`src/rtl/placement_engine.sv`:
```
// Graph placement engine: edge ROM (1-cycle read) -> LFSR random-walk placement -> wire cost; start/busy/done|fail, no backpressure.
// Build with ONEHOP_EVAL_EN defined to also accumulate cost_1hop; otherwise cost_1hop is tied to 0.
module placement_engine #(
  parameter int N_NODES   = 16,
  parameter int N_EDGES   = 32,
  parameter int GRID_W    = 8,
  parameter int GRID_H    = 8,
  parameter int MAX_TRIES = 64,
  parameter int CW        = 32,
  localparam int NW = (N_NODES > 1) ? $clog2(N_NODES) : 1,
  localparam int EW = (N_EDGES > 1) ? $clog2(N_EDGES) : 1
) (
  input  logic          clk,
  input  logic          reset,
  input  logic          start,
  input  logic [31:0]   seed_in,
  output logic          edge_rd,
  output logic [EW-1:0] edge_addr,
  input  logic [NW-1:0] edge_a,
  input  logic [NW-1:0] edge_b,
  output logic          busy,
  output logic          done,
  output logic          fail,
  output logic [CW-1:0] cost,
  output logic [CW-1:0] cost_1hop,
  output logic [CW-1:0] cycles
);

  localparam int XW    = (GRID_W > 1) ? $clog2(GRID_W) : 1;
  localparam int YW    = (GRID_H > 1) ? $clog2(GRID_H) : 1;
  localparam int NCELL = GRID_W * GRID_H;
  localparam int CIW   = (NCELL > 1) ? $clog2(NCELL) : 1;
  localparam int TW    = $clog2(MAX_TRIES + 1);

  typedef enum logic [3:0] {
    S_IDLE, S_CLEAR, S_FETCH, S_LATCH, S_PLACE,
    S_EVAL_FETCH, S_EVAL_LAT, S_EVAL_ACC, S_DONE, S_FAIL
  } state_t;

  state_t state, state_nxt;

  logic [31:0]        lfsr;
  logic [NW-1:0]      clr_idx;
  logic [NW-1:0]      cur_a;
  logic [NW-1:0]      cur_b;
  logic [EW-1:0]      edge_idx;
  logic [TW-1:0]      tries;
  logic [N_NODES-1:0] placed;
  logic [NCELL-1:0]   occ;
  logic [XW-1:0]      pos_x [N_NODES];
  logic [YW-1:0]      pos_y [N_NODES];

  logic edge_last, clr_last, try_last;
  assign edge_last = (edge_idx == EW'(N_EDGES - 1));
  assign clr_last  = (clr_idx == NW'(N_NODES - 1));
  assign try_last  = (tries == TW'(MAX_TRIES - 1));

  function automatic logic [31:0] lfsr_next(input logic [31:0] v);
    return (v >> 1) ^ (v[0] ? 32'h8020_0003 : 32'h0);
  endfunction

  // Candidate cell for the current PLACE cycle: random cell if neither end
  // is placed, otherwise a walk of radius 1+tries/4 away from the anchor.
  logic            pa, pb, both, neither;
  logic [NW-1:0]   tgt, anc;
  logic [31:0]     p_mx, p_my;
  int              p_rr, p_nx, p_ny, p_cell;
  logic            p_inb;
  logic [XW-1:0]   cand_x;
  logic [YW-1:0]   cand_y;
  logic [CIW-1:0]  cand_cell;
  logic            cand_ok;
  logic            edge_placed;

  always_comb begin
    pa      = placed[cur_a];
    pb      = placed[cur_b];
    both    = pa & pb;
    neither = ~pa & ~pb;
    anc     = pa ? cur_a : cur_b;
    tgt     = pa ? cur_b : cur_a;
    p_mx    = 32'(lfsr[15:0]) % 32'(GRID_W);
    p_my    = 32'(lfsr[31:16]) % 32'(GRID_H);
    p_rr    = 1 + int'(tries >> 2);
    p_nx    = int'(pos_x[anc]);
    p_ny    = int'(pos_y[anc]);
    case (lfsr[1:0])
      2'd0:    p_nx = p_nx + p_rr;
      2'd1:    p_nx = p_nx - p_rr;
      2'd2:    p_ny = p_ny + p_rr;
      default: p_ny = p_ny - p_rr;
    endcase
    if (neither) begin
      p_nx = int'(p_mx);
      p_ny = int'(p_my);
    end
    p_inb       = (p_nx >= 0) && (p_nx < GRID_W) && (p_ny >= 0) && (p_ny < GRID_H);
    p_cell      = p_inb ? (p_ny * GRID_W + p_nx) : 0;
    cand_x      = XW'(p_nx);
    cand_y      = YW'(p_ny);
    cand_cell   = CIW'(p_cell);
    cand_ok     = p_inb && !occ[cand_cell] && !both;
    edge_placed = both || (!neither && cand_ok);
  end

  int            e_dx, e_dy;
  logic [CW-1:0] ev_cost;

  always_comb begin
    e_dx = int'(pos_x[cur_a]) - int'(pos_x[cur_b]);
    e_dy = int'(pos_y[cur_a]) - int'(pos_y[cur_b]);
    if (e_dx < 0) e_dx = -e_dx;
    if (e_dy < 0) e_dy = -e_dy;
    ev_cost = CW'(e_dx + e_dy - 1);
  end

  always_ff @(posedge clk or negedge reset) begin
    if (!reset) state <= S_IDLE;
    else        state <= state_nxt;
  end

  always_comb begin
    state_nxt = state;
    case (state)
      S_IDLE:       if (start) state_nxt = S_CLEAR;
      S_CLEAR:      if (clr_last) state_nxt = S_FETCH;
      S_FETCH:      state_nxt = S_LATCH;
      S_LATCH:      state_nxt = S_PLACE;
      S_PLACE: begin
        if (edge_placed)                 state_nxt = edge_last ? S_EVAL_FETCH : S_FETCH;
        else if (!cand_ok && try_last)   state_nxt = S_FAIL;
      end
      S_EVAL_FETCH: state_nxt = S_EVAL_LAT;
      S_EVAL_LAT:   state_nxt = S_EVAL_ACC;
      S_EVAL_ACC:   state_nxt = edge_last ? S_DONE : S_EVAL_FETCH;
      S_DONE:       state_nxt = S_IDLE;
      S_FAIL:       state_nxt = S_IDLE;
      default:      state_nxt = S_IDLE;
    endcase
  end

  always_comb begin
    edge_rd = (state == S_FETCH) || (state == S_EVAL_FETCH);
  end

  assign edge_addr = edge_idx;

  always_ff @(posedge clk or negedge reset) begin
    if (!reset) begin
      lfsr     <= 32'd1;
      busy     <= 1'b0;
      done     <= 1'b0;
      fail     <= 1'b0;
      cost     <= '0;
      cycles   <= '0;
      clr_idx  <= '0;
      edge_idx <= '0;
      tries    <= '0;
      cur_a    <= '0;
      cur_b    <= '0;
      placed   <= '0;
      occ      <= '0;
    end else begin
      if (busy) begin
        lfsr   <= lfsr_next(lfsr);
        cycles <= cycles + 1'b1;
      end
      case (state)
        S_IDLE: if (start) begin
          lfsr     <= (seed_in == 32'd0) ? 32'd1 : seed_in;
          cost     <= '0;
          cycles   <= '0;
          done     <= 1'b0;
          fail     <= 1'b0;
          busy     <= 1'b1;
          clr_idx  <= '0;
          edge_idx <= '0;
        end
        S_CLEAR: begin
          placed[clr_idx] <= 1'b0;
          occ             <= '0;
          clr_idx         <= clr_idx + 1'b1;
        end
        S_LATCH, S_EVAL_LAT: begin
          cur_a <= edge_a;
          cur_b <= edge_b;
          tries <= '0;
        end
        S_PLACE: begin
          if (cand_ok) begin
            placed[tgt]    <= 1'b1;
            occ[cand_cell] <= 1'b1;
            tries          <= '0;
          end else if (!both) begin
            tries <= tries + 1'b1;
          end
          if (edge_placed) edge_idx <= edge_last ? '0 : edge_idx + 1'b1;
        end
        S_EVAL_ACC: begin
          cost     <= cost + ev_cost;
          edge_idx <= edge_last ? '0 : edge_idx + 1'b1;
        end
        S_DONE: begin
          done <= 1'b1;
          busy <= 1'b0;
        end
        S_FAIL: begin
          fail <= 1'b1;
          busy <= 1'b0;
          cost <= '0;
        end
        default: ;
      endcase
    end
  end

  // Positions are only meaningful where placed[] is set, so they carry no reset.
  always_ff @(posedge clk) begin
    if (state == S_PLACE && cand_ok) begin
      pos_x[tgt] <= cand_x;
      pos_y[tgt] <= cand_y;
    end
  end

`ifdef ONEHOP_EVAL_EN
  logic [CW-1:0] ev_c1;
  assign ev_c1 = CW'(((e_dx + 1) >> 1) + ((e_dy + 1) >> 1) - 1);

  always_ff @(posedge clk or negedge reset) begin
    if (!reset)                             cost_1hop <= '0;
    else if (state == S_IDLE && start)      cost_1hop <= '0;
    else if (state == S_FAIL)               cost_1hop <= '0;
    else if (state == S_EVAL_ACC)           cost_1hop <= cost_1hop + ev_c1;
  end
`else
  assign cost_1hop = '0;
`endif

endmodule
```
`config.mk`:
```
export PLATFORM = sky130hd
export DESIGN_NAME = placement_engine
export DESIGN_NICKNAME = d
export VERILOG_FILES = /design/src/rtl/placement_engine.sv
export SDC_FILE = /design/constraint.sdc
export NUM_CORES = 1
export LEC_CHECK = 0
export ABC_AREA = 1
export BUFFER_PORTS_ARGS = -buffer_cell sky130_fd_sc_hd__clkbuf_2
export CAP_MARGIN = 20
export CORE_MARGIN = 2
export CORE_UTILIZATION = 45
export DETAILED_ROUTE_END_ITERATION = 10
export SLEW_MARGIN = 10
export SYNTH_ARGS = -nofsm -noshare
export SYNTH_HDL_FRONTEND = slang
export SYNTH_SLANG_ARGS = --single-unit
export TNS_END_PERCENT = 1
```
`constraint.sdc`:
```
create_clock -name clk -period 6.55 [get_ports clk]
set_input_delay 0 -clock clk [delete_from_list [all_inputs] [get_ports clk]]
set_output_delay 0 -clock clk [all_outputs]
set_load 0.05 [all_outputs]
```
==> results.rst <==
.. list-table::
   :header-rows: 1

   * - Metric
     - Value
   * - Result of the run
     - complete, no violations
   * - Remaining global-route overflow
     - 0
   * - Final setup skew
     - 0.0213 ns
   * - Worst Setup Slack post-DPL
     - -0.0370 ns
   * - Clock transition at the register clock pins on the worst setup and hold paths after CTS
     - roughly 0.060 ns
   * - DR vias/cell
     - roughly 5.4
   * - Worst setup margin
     - approximately 0.31 ns
   * - Synth warnings
     - 0
   * - Main area contributors after synthesis
     - sky130_fd_sc_hd__dfrtp_1, sky130_fd_sc_hd__edfxtp_1, sky130_fd_sc_hd__nand2_1, sky130_fd_sc_hd__inv_1, sky130_fd_sc_hd__o21ai_0
   * - Die Width
     - 215 um
   * - Number of diodes added for antenna fixing
     - 0
   * - Min Tclk post-route
     - roughly 6.2 ns
   * - Number of failing hold endpoints at the final stage
     - 0
   * - Number of levels the H-tree was split into
     - 2
   * - Top cell type by total area after synthesis
     - sky130_fd_sc_hd__dfrtp_1
   * - Std-Cell Core Area
     - 44000 um^2
   * - Max clock buf depth
     - 3
   * - Fin crit share
     - 95.3%
   * - Number of buffer cells added on primary ports
     - about 120
   * - Max Cap Viol
     - 0
   * - Fin util
     - 54.3%
   * - Area enclosed by the die boundary
     - between 40000 and 50000 um^2
   * - Achievable Freq
     - around 160 MHz
   * - Maximum number of pins on one net before global-route repair
     - approximately 160
   * - Number of library cell types mapped by synthesis
     - 60
   * - Slack of the worst reg-to-reg path
     - approximately 0.31 ns
   * - Vias after detailed routing
     - approximately 19000
   * - Global routing usage summed across all routing layers
     - between 20% and 30%
   * - Worst-skew pair later-pin latency
     - roughly 0.57 ns
   * - Crit. End Element
     - flip-flop
   * - Top fanout value on the critical path
     - 8
   * - Layout area overhead
     - 19.4%
   * - First-iteration detailed-routing DRC count
     - approximately 1500
   * - Final number of setup-violating endpoints
     - 0
   * - Final Wtd Congestion
     - approximately 1.0
   * - CTS Root Buffer Type
     - sky130_fd_sc_hd__clkbuf_16
   * - Share of synthesized flip-flops with an asynchronous set or reset
     - approximately two thirds
   * - DRT antenna net count
     - 0
   * - Top-level port count
     - 148
   * - Avg Cell Area, Syn
     - about 8 um^2
   * - Final total negative setup slack
     - 0 ns
   * - Share of the synthesized area in the top cell type
     - approximately 26%
   * - Destination of the critical timing path
     - cost[30]
   * - Share of layout cells above drive strength 1
     - 14.3%
   * - Vias in the first global route
     - 17573
   * - Register-to-Register Path Depth
     - 47
   * - TritonCTS clock tree
     - done
   * - Crit path DAT
     - between 6 and 7 ns
   * - Clock buffers created by TritonCTS
     - 36
   * - Launch point of the critical path
     - cur_b[0]
   * - Post-Syn Instances
     - 2576
   * - Antenna violations before repair
     - 0
   * - FF+latch count, synth
     - ~300
   * - CTS Sinks
     - ~300
   * - Nature of the critical path startpoint
     - flip-flop
   * - Count of TritonRoute iterations in the first routing pass
     - 6
   * - Delay of the slowest critical-path stage
     - just under 0.6 ns
   * - Type of the tightest min-delay check
     - in2reg
   * - Drt wl/cell
     - around 17 um
   * - First-pass GRT wire length
     - 96400 um
   * - Capturing point of the worst reg2reg path
     - cost[30]
   * - Primary flip-flop cell chosen by synthesis mapping
     - sky130_fd_sc_hd__dfrtp_1
   * - Critical path required time
     - ~7.0 ns
   * - Initial core utilization
     - between 40% and 50%
   * - Cell type with the highest occurrence count on the critical path
     - sky130_fd_sc_hd__nand2_1
   * - DRC errors left
     - 0
   * - Vertical die dimension
     - 215 um
   * - Slew headroom
     - between 20% and 30%
   * - EDFF count, synth
     - 96
   * - Slew at the pin with the worst max-slew slack
     - 1.07 ns
   * - Max-slew violation total from the final report
     - 0
   * - CP max-delay cell
     - sky130_fd_sc_hd__fa_1
   * - Total Routed Length
     - roughly 60000 um
   * - Std cell rows
     - 77
   * - Classification of the worst setup path
     - reg2reg
   * - HPWL after detailed placement
     - between 40000 and 50000 um
   * - RR Startpoint
     - cur_b[0]
   * - Final Net Count
     - a little under 3000
   * - Post-synthesis cell area
     - around 20000 um^2
   * - Sequential area share after synthesis
     - between 40% and 50%
   * - RSZ-0062 raised after global routing
     - yes
## layout by cell type (no fill, tap or decap), types with 14 or more instances in the layout
cell type                         n
sky130_fd_sc_hd__o211ai_1        26
sky130_fd_sc_hd__o22ai_1         29
sky130_fd_sc_hd__nand2_1        436
sky130_fd_sc_hd__clkbuf_2       114
sky130_fd_sc_hd__clkbuf_16       37
sky130_fd_sc_hd__buf_4          112
sky130_fd_sc_hd__o21ai_0        217
sky130_fd_sc_hd__conb_1          65
sky130_fd_sc_hd__a21oi_1        217
sky130_fd_sc_hd__nor3_1          27
sky130_fd_sc_hd__dlygate4sd3_1   43
sky130_fd_sc_hd__o21ai_1         41
sky130_fd_sc_hd__nand2_2         16
sky130_fd_sc_hd__edfxtp_1        96
sky130_fd_sc_hd__nor2_1         221
sky130_fd_sc_hd__o31ai_1         28
sky130_fd_sc_hd__ha_1            70
sky130_fd_sc_hd__nand3_1        220
sky130_fd_sc_hd__inv_1          348
sky130_fd_sc_hd__fa_1            35
sky130_fd_sc_hd__buf_12          18
sky130_fd_sc_hd__xnor2_1         14
sky130_fd_sc_hd__dfrtp_1        204
## cell usage after synthesis, drive strengths merged, types with 26 or more instances
| cell | count |
|---|---|
| fa | 37 |
| o22ai | 31 |
| dfrtp | 206 |
| o21ai | 263 |
| inv | 361 |
| o211ai | 26 |
| clkbuf | 81 |
| edfxtp | 96 |
| o31ai | 28 |
| nand3 | 228 |
| nor3 | 28 |
| buf | 74 |
| nor2 | 232 |
| nand2 | 459 |
| ha | 76 |
| a21oi | 222 |
## how the worst min path moves through the flow
stage,slack (ns),start,cells after the start,endpoint
floorplan,-0.30,reset,0,busy
global placement,-0.07,reset,1,cycles[31]
detailed placement,-0.07,reset,1,cycles[31]
CTS,0.16,seed_in[23],4,lfsr[23]
global route,0.22,seed_in[22],4,lfsr[22]
finish,0.20,seed_in[23],4,lfsr[23]
## state kept, by name (all words and copies together), names as in the netlist
register,flops
tries,7
pos_y,48
cur_a,4
cost,32
cycles,32
cur_b,4
fail,1
lfsr,32
edge_addr,5
occ,64
clr_idx,4
placed,16
pos_x,48
busy,1
done,1
state,4
## timing repair
| item | CTS | global route |
|---|---|---|
| gates cloned | 0 | 1 |
| pin swaps | 0 | 17 |
| setup endpoints to repair | 2 | 204 |
| resized for setup | 4 | 87 |
| hold buffers | 44 | 0 |
| setup buffers | 0 | 13 |
| hold endpoints to repair | 194 | 0 |
## logic make-up (layout without fill, tap and decap cells)
| family | after synthesis | in the layout | synth area share, % |
|---|---|---|---|
| other | 2 | 65 | 0.0375 |
| buffers and inverters | 520 | 728 | 11.2 |
| AO/OA/AOI/OAI | 629 | 629 | 17.6 |
| XOR/XNOR | 28 | 28 | 1.26 |
| flip-flops | 303 | 303 | 40.3 |
| AND/OR/NAND/NOR | 981 | 981 | 21.1 |
| adder cells (fa/ha/maj) | 113 | 113 | 8.45 |
## routing by layer
layer | routed length (um) | global-route usage [%]
met5 | 0 | 0
met4 | 1570 | 8.40
met3 | 4290 | 4.15
met2 | 27700 | 41.6
met1 | 26600 | 35.9
## metrics by stage
stage | hold WS, ns | std cells | instance area [um^2]
3_5_place_dp | -0.0706 | 3316 | 21900
3_3_place_gp | -0.0727 | 3316 | 21900
6_report | 0.201 | 3439 | 23900
2_1_floorplan | -0.296 | 2639 | 20300
4_1_cts | 0.157 | 3425 | 23500
5_1_grt | 0.220 | 3439 | 23900
## critical path, delay by kind of cell, from the launching register on
kind / cells / cell delay [ns]
DFF: 1 / 0.40
buffers and inverters: 7 / 0.62
xor gates and xnor gates: 1 / 0.18
AOI/OAI and AO/OA: 12 / 1.50
and+or+nand+nor: 21 / 1.64
adders and majority gates: 6 / 1.83
## layout make-up
type,count,area (um^2)
clock inverter,12,118
multi-input combinational,1816,10200
inverter,365,1380
fill,4206,20100
tap,592,741
timing repair buffer,298,2380
sequential,303,8070
clock buffer,53,1010
Power is not shown: default switching activity piles up to over one toggle a cycle in this logic, so the estimate is an artifact.
